`config.mk`:
```
export PLATFORM = sky130hd
export DESIGN_NAME = ccff_chain_loader_flat
export DESIGN_NICKNAME = d
export VERILOG_FILES = /design/src/rtl/ccff_chain_loader_pkg.sv /design/src/rtl/ccff_chain_loader_if.sv /design/src/rtl/ccff_chain_loader_rb_packer.sv /design/src/rtl/ccff_chain_loader.sv /design/src/flat_wrapper.sv
export SDC_FILE = /design/constraint.sdc
export NUM_CORES = 1
export LEC_CHECK = 0
export CORE_UTILIZATION = 53
export DETAILED_ROUTE_END_ITERATION = 16
export GPL_TIMING_DRIVEN = 0
export PLACE_DENSITY = 0.93
export SYNTH_ARGS = -nofsm -noshare
export SYNTH_HDL_FRONTEND = slang
export SYNTH_SLANG_ARGS = --single-unit
```
`constraint.sdc`:
```
create_clock -name prog_clk -period 11.3 [get_ports prog_clk]
set_input_delay 2.26 -clock prog_clk [delete_from_list [all_inputs] [get_ports prog_clk]]
set_output_delay 2.26 -clock prog_clk [all_outputs]
set_load 0.05 [all_outputs]
```
`src/rtl/ccff_chain_loader_pkg.sv`:
```
// Shared types and helpers for the configuration-chain loader: FSM encoding,
// default widths and the per-word bit-count helper.
package ccff_loader_pkg;

  localparam int unsigned WORD_W_DEF = 32;
  localparam int unsigned CNT_W_DEF  = 20;

  typedef enum logic [1:0] {
    IDLE,
    FETCH,
    SHIFT,
    DONE
  } ccff_state_e;

  function automatic int unsigned min_bits(input int unsigned bits_left,
                                           input int unsigned word_w);
    return (bits_left < word_w) ? bits_left : word_w;
  endfunction

endpackage

```
`src/rtl/ccff_chain_loader_if.sv`:
```
// Bitstream word stream (valid/ready) feeding the configuration-chain loader.
interface ccff_chain_loader_if
  import ccff_loader_pkg::*;
#(
  parameter int unsigned WORD_W = WORD_W_DEF
);

  logic [WORD_W-1:0] s_data;
  logic              s_valid;
  logic              s_ready;

  modport master (output s_data, output s_valid, input  s_ready);
  modport slave  (input  s_data, input  s_valid, output s_ready);

endinterface

```
`src/rtl/ccff_chain_loader_rb_packer.sv`:
```
// Readback deserializer: packs chain-tail bits MSB-first into words and
// flushes a left-aligned partial word at the end of a load.
module ccff_rb_packer
  import ccff_loader_pkg::*;
#(
  parameter int unsigned WORD_W = WORD_W_DEF
) (
  input  logic              prog_clk,
  input  logic              pReset,
  input  logic              sample_en,
  input  logic              bit_in,
  input  logic              flush,
  input  logic              clr,
  output logic [WORD_W-1:0] word_out,
  output logic              word_valid
);

  localparam int unsigned CW = $clog2(WORD_W + 1);

  logic [WORD_W-1:0] acc_q, acc_d, acc_new;
  logic [WORD_W-1:0] word_q, word_d;
  logic [CW-1:0]     cnt_q, cnt_d, cnt_new;
  logic              valid_q, valid_d;

  always_ff @(posedge prog_clk) begin
    if (pReset) begin
      cnt_q   <= '0;
      word_q  <= '0;
      valid_q <= 1'b0;
    end else begin
      cnt_q   <= cnt_d;
      word_q  <= word_d;
      valid_q <= valid_d;
    end
  end

  always_ff @(posedge prog_clk) begin
    acc_q <= acc_d;
  end

  // The last tail bit and the flush arrive together, so the bit is folded in first.
  always_comb begin
    acc_new = acc_q;
    cnt_new = cnt_q;
    if (sample_en) begin
      acc_new = {acc_q[WORD_W-2:0], bit_in};
      cnt_new = cnt_q + CW'(1);
    end
    acc_d   = acc_new;
    cnt_d   = cnt_new;
    word_d  = word_q;
    valid_d = 1'b0;
    if (clr) begin
      cnt_d = '0;
    end else if (cnt_new == CW'(WORD_W)) begin
      word_d  = acc_new;
      valid_d = 1'b1;
      cnt_d   = '0;
    end else if (flush && (cnt_new != '0)) begin
      word_d  = acc_new << (CW'(WORD_W) - cnt_new);
      valid_d = 1'b1;
      cnt_d   = '0;
    end
  end

  assign word_out   = word_q;
  assign word_valid = valid_q;

endmodule

```
`src/rtl/ccff_chain_loader.sv`:
```
// Serialises bitstream words MSB-first onto the fabric ccff chain with a per-bit clock enable.
// Optional tail readback packer is built when CCFF_READBACK_EN is defined.
module ccff_chain_loader
  import ccff_loader_pkg::*;
#(
  parameter int unsigned WORD_W = WORD_W_DEF,
  parameter int unsigned CNT_W  = CNT_W_DEF
) (
  input  logic                 prog_clk,
  input  logic                 pReset,
  input  logic                 start,
  input  logic                 abort,
  input  logic [CNT_W-1:0]     cfg_bits,
  ccff_chain_loader_if.slave   s_if,
  output logic                 ccff_head,
  output logic                 ccff_clk_en,
  input  logic                 ccff_tail,
  output logic [WORD_W-1:0]    rb_data,
  output logic                 rb_valid,
  output logic                 busy,
  output logic                 done
);

  localparam int unsigned IDX_W = $clog2(WORD_W + 1);

  ccff_state_e       state_q, state_d;
  logic [CNT_W-1:0]  bits_left_q, bits_left_d;
  logic [IDX_W-1:0]  bit_idx_q, bit_idx_d;
  logic [WORD_W-1:0] sreg_q, sreg_d;
  logic              head_q, head_d;
  logic              clk_en_q, clk_en_d;
  logic              handshake;

  assign handshake = s_if.s_valid && s_if.s_ready;

  always_ff @(posedge prog_clk) begin
    if (pReset) begin
      state_q     <= IDLE;
      bits_left_q <= '0;
      bit_idx_q   <= '0;
      head_q      <= 1'b0;
      clk_en_q    <= 1'b0;
    end else begin
      state_q     <= state_d;
      bits_left_q <= bits_left_d;
      bit_idx_q   <= bit_idx_d;
      head_q      <= head_d;
      clk_en_q    <= clk_en_d;
    end
  end

  always_ff @(posedge prog_clk) begin
    sreg_q <= sreg_d;
  end

  always_comb begin
    state_d = state_q;
    if (abort) begin
      state_d = IDLE;
    end else begin
      case (state_q)
        IDLE:    if (start) state_d = (cfg_bits == '0) ? DONE : FETCH;
        FETCH:   if (handshake) state_d = SHIFT;
        SHIFT:   if (bit_idx_q == IDX_W'(1))
                   state_d = (bits_left_q == CNT_W'(1)) ? DONE : FETCH;
        DONE:    state_d = IDLE;
        default: state_d = IDLE;
      endcase
    end
  end

  // head/clk_en are loaded one cycle ahead so the flop outputs line up with
  // the SHIFT cycle that clocks each bit into the chain.
  always_comb begin
    bits_left_d = bits_left_q;
    bit_idx_d   = bit_idx_q;
    sreg_d      = sreg_q;
    head_d      = head_q;
    clk_en_d    = 1'b0;
    if (!abort) begin
      case (state_q)
        IDLE: if (start) bits_left_d = cfg_bits;
        FETCH: if (handshake) begin
          bit_idx_d = IDX_W'(min_bits(32'(bits_left_q), WORD_W));
          head_d    = s_if.s_data[WORD_W-1];
          sreg_d    = s_if.s_data << 1;
          clk_en_d  = 1'b1;
        end
        SHIFT: begin
          bits_left_d = bits_left_q - CNT_W'(1);
          bit_idx_d   = bit_idx_q - IDX_W'(1);
          if (bit_idx_q != IDX_W'(1)) begin
            head_d   = sreg_q[WORD_W-1];
            sreg_d   = sreg_q << 1;
            clk_en_d = 1'b1;
          end
        end
        default: ;
      endcase
    end
  end

  always_comb begin
    s_if.s_ready = (state_q == FETCH) && !abort;
    busy         = (state_q != IDLE);
    done         = (state_q == DONE);
  end

  assign ccff_head   = head_q;
  assign ccff_clk_en = clk_en_q;

`ifdef CCFF_READBACK_EN
  logic rb_flush;
  logic rb_clr;

  assign rb_flush = (state_q == SHIFT) && (state_d == DONE);
  assign rb_clr   = abort || ((state_q == IDLE) && start);

  ccff_rb_packer #(
    .WORD_W (WORD_W)
  ) u_rb_packer (
    .prog_clk   (prog_clk),
    .pReset     (pReset),
    .sample_en  (clk_en_q),
    .bit_in     (ccff_tail),
    .flush      (rb_flush),
    .clr        (rb_clr),
    .word_out   (rb_data),
    .word_valid (rb_valid)
  );
`else
  logic unused_tail;
  assign unused_tail = ccff_tail;
  assign rb_data     = '0;
  assign rb_valid    = 1'b0;
`endif

endmodule
```
`src/flat_wrapper.sv`:
```
// flat-port wrapper written by rule: the top's interface ports become plain ports
module ccff_chain_loader_flat import ccff_loader_pkg::*;
#(
  parameter int unsigned WORD_W = WORD_W_DEF,
  parameter int unsigned CNT_W  = CNT_W_DEF
)
  (prog_clk, pReset, start, abort, cfg_bits, ccff_head, ccff_clk_en, ccff_tail, rb_data, rb_valid, busy, done, s_if_s_data, s_if_s_valid, s_if_s_ready);
  ccff_chain_loader_if #(.WORD_W(WORD_W)) s_if_i ();
  input  logic prog_clk;
  input  logic pReset;
  input  logic start;
  input  logic abort;
  input  logic [CNT_W-1:0] cfg_bits;
  output logic ccff_head;
  output logic ccff_clk_en;
  input  logic ccff_tail;
  output logic [WORD_W-1:0] rb_data;
  output logic rb_valid;
  output logic busy;
  output logic done;
  input wire logic [$bits(s_if_i.s_data)-1:0] s_if_s_data;
  input wire logic [$bits(s_if_i.s_valid)-1:0] s_if_s_valid;
  output wire logic [$bits(s_if_i.s_ready)-1:0] s_if_s_ready;
  assign s_if_i.s_data = s_if_s_data;
  assign s_if_i.s_valid = s_if_s_valid;
  assign s_if_s_ready = s_if_i.s_ready;
  ccff_chain_loader #(.WORD_W(WORD_W), .CNT_W(CNT_W)) u_core (.prog_clk(prog_clk), .pReset(pReset), .start(start), .abort(abort), .cfg_bits(cfg_bits), .s_if(s_if_i), .ccff_head(ccff_head), .ccff_clk_en(ccff_clk_en), .ccff_tail(ccff_tail), .rb_data(rb_data), .rb_valid(rb_valid), .busy(busy), .done(done));
endmodule
```
### Word-level counts from Yosys, hierarchy flattened

Index checks and enable logic that the tools add are counted.

| storage, ports and cells | value |
|---|---|
| input bits | 58 |
| logic and storage cells | 53 |
| output and inout port bits | 38 |
| register bits | 62 |

| operators by class | value |
|---|---|
| reduce and logical (&&, ||, !) cells | 13 |
| bitwise operators | 1 |
| muxes and demuxes | 20 |
| equal/unequal tests | 10 |
| add/sub/neg operators | 2 |
| magnitude comparators | 1 |

Operators with widths:

| operator | count |
|---|---|
| 32-bit two-way mux | 2 |
| 32-bit one-hot mux with 2 select lines | 1 |
| 20-bit one-hot mux with 2 select lines | 1 |
| 20-bit by 1-bit == test with 1-bit output (second input constant) | 1 |
| 20-bit zero test | 1 |
| 20-bit by 6-bit less-than comparator with 1-bit output (second input constant) | 1 |
| 20-bit two-way mux | 1 |
| 20-bit by 1-bit subtractor with 20-bit output (second input constant) | 1 |
| 6-bit two-way mux | 2 |
| 6-bit one-hot mux with 2 select lines | 1 |
| 2-bit two-way mux | 5 |
| 3-bit AND reduction | 3 |
| 2-bit one-hot mux with 4 select lines | 1 |
| 6-bit by 1-bit == test with 1-bit output (second input constant) | 1 |
| 2-bit by 1-bit inequality test with 1-bit output (second input constant) | 3 |
| 6-bit by 1-bit inequality test with 1-bit output (second input constant) | 1 |
| 2-bit nonzero test | 3 |
| 6-bit by 1-bit subtractor with 6-bit output (second input constant) | 1 |
| 2-bit == test (second input constant) | 2 |
| 1-bit two-way mux | 4 |
| 1-bit one-hot mux with 2 select lines | 2 |
| 4-bit AND reduction | 1 |
| 2-bit by 1-bit == test with 1-bit output (second input constant) | 1 |
| 1-bit logical AND | 2 |
| 5 further kinds | 5 |

### Longest topological paths before layout

Gate-level depths: netlist of run 1.

| depth | value |
|---|---|
| depth after elaboration | 5 |
| gate-level depth with buffers | 8 |
| mapped depth without buffers | 6 |

### Least setup slack after synthesis of run 1

Ideal clock, no wire load.

| timing path | value |
|---|---|
| kind | in2reg |
| start point | input s_if_s_valid |
| end point | register u_core.head_q (netlist: u_core.ccff_head) |
| required time | 11.178 ns |
| buffers on the path | 1 |
| setup time | 0.122 ns |
| arrival time | 5.400 ns |
| path slack | 5.777 ns |
| stages | 4 |
| cell sequence | nor2b_1 clkbuf_1 a211oi_1 mux2_2 |

| between the ends | value |
|---|---|
| word-level cells in the longest chain between the ends | 3 |

Ends and longest elaborated chain:

| element | RTL line | source |
|---|---|---|
| from (decl) | flat_wrapper.sv:22 | `input wire logic [$bits(s_if_i.s_valid)-1:0] s_if_s_valid;` |
| 1-bit logical AND | ccff_chain_loader.sv:34 | `assign handshake = s_if.s_valid && s_if.s_ready;` |
| 2-bit by 1-bit inequality test with 1-bit output (no source line) | - |  |
| 4-bit AND reduction (no source line) | - |  |
| to (signal assigned) | ccff_chain_loader.sv:41 | `head_q <= 1'b0;` |
| to (signal assigned) | ccff_chain_loader.sv:47 | `head_q <= head_d;` |
| to (decl) | ccff_chain_loader.sv:30 | `logic head_q, head_d;` |

Every way passes these cells.
A chain may end at the register's enable or synchronous reset.

### Worst setup path after layout of run 1

| timing path | value |
|---|---|
| start point | input abort |
| end point | output s_if_s_ready |

| between the ends | value |
|---|---|
| word-level cells in the longest chain between the ends | 2 |

Ends and longest elaborated chain:

| element | RTL line | source |
|---|---|---|
| from (decl) | flat_wrapper.sv:12 | `input logic abort;` |
| 1-bit zero test | - |  |
| 1-bit logical AND | ccff_chain_loader.sv:104 | `s_if.s_ready = (state_q == FETCH) && !abort;` |
| to (decl) | flat_wrapper.sv:23 | `output wire logic [$bits(s_if_i.s_ready)-1:0] s_if_s_ready;` |

Every way passes these cells.

==> results of run 1 <==
## final cells by class
class / instances / area, um2 / area share
Buffer: 50 / 321.6 / 0.06781
Clock buffer: 13 / 148.9 / 0.03140
Clock inverter: 3 / 45.04 / 0.009499
Inverter: 11 / 41.29 / 0.008707
Multi-Input combinational cell: 281 / 1926 / 0.4061
Sequential cell: 61 / 1531 / 0.3230
Tap cell: 80 / 100.1 / 0.02111
Timing Repair Buffer: 61 / 628.1 / 0.1325
## routing by layer
| layer | vias up | part of all wire |
|---|---|---|
| met2 | 190 | 0.49 |
| met3 | 27 | 0.083 |
| met4 | 0 | 0.025 |
| met1 | 1510 | 0.40 |
| met5 | - | 0 |
| li1 | 1555 | - |
## worst min-delay path: stages, from the launching register on
cell	delay, ns
dfxtp_1	0.33
nor2_1	0.10
a311oi_1	0.05
## final timing paths
path | startpoint | to | slack [ns] | depth (start not counted)
setup / recovery | abort | s_if_s_ready | 5.01 | 4
hold / removal | u_core.bit_idx_q[1] | u_core.bit_idx_q[1] | 0.53 | 2
setup reg to reg | u_core.state_q[1] | u_core.ccff_head | 8.72 | 7
hold reg to reg | u_core.bit_idx_q[1] | u_core.bit_idx_q[1] | 0.53 | 2
## cells in the final DEF, fill, tap and decap left out, drive strengths merged, types with 5 or more instances in the layout
cell           instances
a211oi                 6
a21oi                 16
a2bb2oi                6
a31oi                 12
buf                   43
clkbuf                20
clkdlybuf4s50         60
conb                  33
dfxtp                 30
edfxtp                31
ha                     8
inv                   12
mux2                  32
nand2                 13
nand2b                 9
nand3                 12
nand4                  9
nor2                  24
nor2b                 10
nor3                  13
nor4                   7
o21ai                 14
o311ai                 5
or3                    5
## report_power, final
| part | internal, mW | total, mW | switching (mW) |
|---|---|---|---|
| clock network | 0.109 | 0.196 | 0.0868 |
| logic | 0.0706 | 0.167 | 0.0965 |
| registers | 0.247 | 0.259 | 0.0117 |
## cell families (layout without fill, tap and decap cells)
| family | after synthesis | after routing | share of synthesized area |
|---|---|---|---|
| buf+inv | 61 | 138 | 0.09841 |
| compound gates | 84 | 84 | 0.1551 |
| mux | 33 | 33 | 0.1004 |
| xor+xnor | 2 | 2 | 0.004751 |
| flops | 61 | 61 | 0.4153 |
| other cells | 1 | 33 | 0.001017 |
| simple gates | 121 | 121 | 0.1978 |
| fa+ha+maj | 8 | 8 | 0.02715 |
## metrics by stage
step / area (um2) / util
after global placement: 4508 / 0.6672
after detailed placement: 4548 / 0.6731
after CTS: 4742 / 0.7019
final: 4742 / 0.7019
after floorplan: 3807 / -
after global routing: 4742 / 0.7019
## sequential cells by signal, indices dropped and copies added (netlist names)
| register | count |
|---|---|
| u_core.sreg_q | 31 |
| u_core.bits_left_q | 20 |
| u_core.ccff_head | 1 |
| u_core.state_q | 2 |
| u_core.ccff_clk_en | 1 |
| u_core.bit_idx_q | 6 |
==> impl_metrics.json, run 1 <==
{
  "gp_congestion": 0.9091,
  "wl_per_cell_um": 16.51,
  "fin_nets": 541,
  "min_path_type": "register to register",
  "slew_violations": 0,
  "holdBufCountCts": 0,
  "final_cells": 560,
  "crit_buf_inv": 3,
  "dr.pass1.iters": 5,
  "cellPowerDensity_mw_per_mm2": 131.1,
  "async_reset_ff_frac": 0,
  "drc": 0,
  "grt_use_met3": 0.05837,
  "drv_cap": 0,
  "die_w_um": 85.41,
  "port_buffers": 60,
  "worst_pin_slew_ns": 0.8663,
  "synthFlopType": "edfxtp_1",
  "hpwl_um": 6650,
  "via_per_inst": 5.861,
  "yosys_warnings": 0,
  "critPathTopFamily": "buffers and inverters",
  "dp_slack_ns": 5.033,
  "vias": 3282,
  "drt_iter0_markers": 288,
  "overflow": 0,
  "num_antenna_cells": 0,
  "peakVddDrop_uv": 85.47,
  "cts_setup_buffers": 0,
  "crit_path_end_kind": "output port",
  "postSynthCellCount": 371,
  "cts_tree": "done",
  "cts_buffers": 9,
  "ant_nets": 0,
  "rsz0062_at_grt": "no",
  "synth_area_per_cell_um2": 9.939,
  "final.setup.worst_slack_ns": 5.009,
  "ys_ff_latch": 61,
  "netlist_top_cells_area": "edfxtp_1 (25%), dfxtp_1 (16%), mux2_2 (9.8%)",
  "coreArea_mm2": 0.006756,
  "fin_hold_ws_ns": 0.5250,
  "path_cells": "clkdlybuf4s50_1 -> clkbuf_1 -> nor2b_1 -> clkdlybuf4s50_1",
  "synth_commonest_cells": "buf_4 (33), mux2_2 (32), edfxtp_1 (31)",
  "n_fill_cell": 525,
  "antenna_found_initial": 0,
  "crit_type": "input pin to output port",
  "clockRootBuffer": "clkbuf_8",
  "cts_buffer_depth": 2,
  "cp_max_fo": 10,
  "path_clk_slew_ns": 0.06,
  "cpMostUsedCell": "clkdlybuf4s50_1",
  "yosysUniqueCellTypes": 63,
  "synth_area_mm2": 0.003687,
  "grt_first_pass_wirelength_um": 14790,
  "slowest_stage": "clkdlybuf4s50_1",
  "ys_seq_area_frac": 0.4153,
  "synth_top_area_cell": "edfxtp_1",
  "area_delta_synth_final_pct": 28.61,
  "startpoint_type": "input pin",
  "synth_edf_count": 31,
  "grt_pass1_vias": 3132,
  "power.total_uw": 621.7,
  "cellLeakagePower_nw": 1.768,
  "met1_usage": 0.3167,
  "yosysMostFrequentCell": "buf_4",
  "fp.dieH_um": 85.41,
  "start_util": 0.5457,
  "critPathRequiredTime_ns": 9.04,
  "fp-row-count": 30,
  "grt_use_total": 0.2595,
  "hold_viol_final": 0,
  "worstPathArrival_ns": 4.03,
  "clock-sinks": 61,
  "die_area_mm2": 0.007295,
  "drt_wl_total_um": 9245,
  "cpPeakStageDelay_ns": 0.72,
  "drive_above_1_share": 0.2021,
  "fin_crit_ns": 6.291,
  "grtUsageMet2": 0.4371,
  "slew_headroom": 0.4206,
  "synth_top_area_frac": 0.2525,
  "cts.htree.levels": 3,
  "fin_skew_ns": 0.009960,
  "status": "completed",
  "fin_tns_setup_ns": 0,
  "period_share": 0.5567,
  "fmax_mhz": 159.0,
  "io_pins": 96,
  "grt.busiest_layer": "met2",
  "ctsResizeCount": 0,
  "dp.cells": 544,
  "final-setup-viol-count": 0,
  "clkLatencyLatePin_ns": 0.34,
  "grt_max_degree": 20
}
Power figures use the tool's default switching activity.
==> inputs of run 2 (changes only) <==
--- a/config.mk
+++ b/config.mk
@@ -5,10 +5,10 @@
 export SDC_FILE = /design/constraint.sdc
 export NUM_CORES = 1
 export LEC_CHECK = 0
-export CORE_UTILIZATION = 53
+export CORE_UTILIZATION = 49
 export DETAILED_ROUTE_END_ITERATION = 16
 export GPL_TIMING_DRIVEN = 0
-export PLACE_DENSITY = 0.93
+export PLACE_DENSITY = 0.87
 export SYNTH_ARGS = -nofsm -noshare
 export SYNTH_HDL_FRONTEND = slang
 export SYNTH_SLANG_ARGS = --single-unit
==> constraint.sdc (replaced) <==
create_clock -name prog_clk -period 6.4 [get_ports prog_clk]
set_input_delay 1.28 -clock prog_clk [delete_from_list [all_inputs] [get_ports prog_clk]]
set_output_delay 1.28 -clock prog_clk [all_outputs]
set_load 0.05 [all_outputs]
==> run 2 against run 1 <==
  * Combinational power up 76%
  * Global-route usage down 1.9 points
  * Critical path depth unchanged
  * Hold slack about the same
  * Largest cell class unchanged
  * Largest power group unchanged
==> impl_metrics.json, run 2 (synthesized netlist as in run 1, its figures left out) <==
{
  "status": "completed",
  "fin_util": 0.6581,
  "via_per_inst": 5.553,
  "die_w_um": 88.75,
  "overflow": 0,
  "fp-row-count": 31,
  "ant_nets": 0,
  "crit_path_end_kind": "output port",
  "grt_first_pass_wirelength_um": 14310,
  "fin_tns_setup_ns": 0,
  "holdBufCountCts": 0,
  "hold_viol_final": 0,
  "cellPowerDensity_mw_per_mm2": 237.2,
  "n_fill_cell": 572,
  "drv_cap": 0,
  "drt_wl_total_um": 9022,
  "die_area_mm2": 0.007876,
  "coreArea_mm2": 0.007253,
  "rsz0062_at_grt": "no",
  "regToRegSetupSlack_ns": 3.72,
  "grt_use_total": 0.2403,
  "worstPathArrival_ns": 2.99,
  "dr.max_layer_used": "met4",
  "port_buffers": 60,
  "dr.pass1.iters": 5,
  "num_antenna_cells": 0,
  "reg2reg_depth": 7,
  "path_clk_slew_ns": 0.08,
  "final_cell_mix": "clkdlybuf4s50_1 (60), buf_4 (33), conb_1 (33)",
  "slowest_stage": "clkdlybuf4s50_1",
  "period_share": 0.6678,
  "slew_violations": 0,
  "cellLeakagePower_nw": 1.772,
  "fmax_mhz": 234.0,
  "dr_wl_met2_um": 4300,
  "final-setup-viol-count": 0,
  "hold_depth": 2,
  "drc": 0,
  "clockRootBuffer": "clkbuf_8",
  "start_util": 0.5084,
  "layout_commonest_cell": "clkdlybuf4s50_1",
  "cts_tree": "done",
  "clock-sinks": 61,
  "grt_max_degree": 19,
  "cts_buffers": 9,
  "slew_headroom": 0.3500,
  "cpPeakStageDelay_ns": 0.71,
  "drt_iter0_markers": 226,
  "startpoint_type": "input pin",
  "min_path_type": "register to register",
  "clkLatencyLatePin_ns": 0.34,
  "top_register": "u_core.sreg_q",
  "reg.largest.list": "u_core.sreg_q x31, u_core.bits_left_q x20, u_core.bit_idx_q x6",
  "io_pins": 96,
  "grt_pass1_vias": 3001,
  "cts.htree.levels": 3,
  "fp.dieH_um": 88.75,
  "cts_buffer_depth": 2,
  "worst_pin_slew_ns": 0.9718,
  "ctsResizeCount": 0,
  "cts_setup_buffers": 0,
  "fin_nets": 541,
  "drive_above_1_share": 0.2063,
  "cp_max_fo": 10,
  "path_cells": "clkdlybuf4s50_1 -> clkbuf_1 -> nor2b_1 -> clkdlybuf4s50_1",
  "largest_register_ff_count": 31,
  "met3_wirelength_um": 615,
  "wl_per_cell_um": 15.58,
  "area_delta_synth_final_pct": 29.45,
  "hpwl_um": 6490,
  "peakVddDrop_uv": 127.8,
  "met1_length_um": 3917,
  "gp_congestion": 0.9308,
  "critPathRequiredTime_ns": 5.12,
  "crit_type": "input pin to output port",
  "vias": 3215,
  "cpMostUsedCell": "clkdlybuf4s50_1",
  "fin_skew_ns": 0.007771,
  "fin_crit_ns": 4.274,
  "antenna_found_initial": 0
}
[run 2: cell types whose count changed in the layout (fill, tap and decap cells not counted), sizes merged]
| cell | delta |
|---|---|
| clkinvlp | +1 |
| bufinv | +1 |
| clkinv | +1 |
| clkbuf | -3 |
[run 2: path summary, 6_finish.rpt]
kind | to | from
setup / recovery | s_if_s_ready | abort
hold / removal | u_core.bits_left_q[18] | u_core.bits_left_q[18]
setup reg to reg | u_core.ccff_head | u_core.state_q[1]
hold reg to reg | u_core.bits_left_q[18] | u_core.bits_left_q[18]
[run 2: critical path: cells and delay by family]
| kind | cells | cell delay [ns] |
|---|---|---|
| buf+inv | 3 | 1.62 |
| simple gates | 1 | 0.09 |
[run 2: routing by layer]
layer  vias up  track usage
li1       1553            -
met1      1495       0.3212
met2       147       0.3776
met3        20      0.04384
met4         0       0.1129
met5         -            0
[run 2: area by class of cell]
cell class	instances	area, um2	share of cell area
Timing Repair Buffer	61	615.6	0.1290
Clock buffer	10	127.6	0.02674
Buffer	50	321.6	0.06737
Sequential cell	61	1531	0.3208
Multi-Input combinational cell	281	1926	0.4034
Tap cell	99	123.9	0.02595
Clock inverter	6	86.33	0.01809
Inverter	11	41.29	0.008650
[run 2: power by group]
group / internal [mW] / switching, mW / leakage (nW) / total [mW]
Sequential: 0.437 / 0.0202 / 0.527 / 0.457
Combinational: 0.123 / 0.171 / 1.14 / 0.294
Clock: 0.219 / 0.162 / 0.107 / 0.381
Total: 0.779 / 0.353 / 1.77 / 1.13
[run 2: through the flow]
stage / area, um2 / setup WS (ns) / hold WS (ns) / instances / power, mW
detailed placement: 4559 / 2.125 / 0.5070 / 563 / 0.7520
global placement: 4532 / 0.3744 / 0.5057 / 562 / 0.7436
CTS: 4773 / 2.122 / 0.5209 / 579 / 1.127
finish: 4773 / 2.126 / 0.5252 / 579 / 1.132
global route: 4773 / 2.063 / 0.5433 / 579 / 1.178
floorplan: 3807 / 1.857 / 0.4788 / 403 / 0.6678
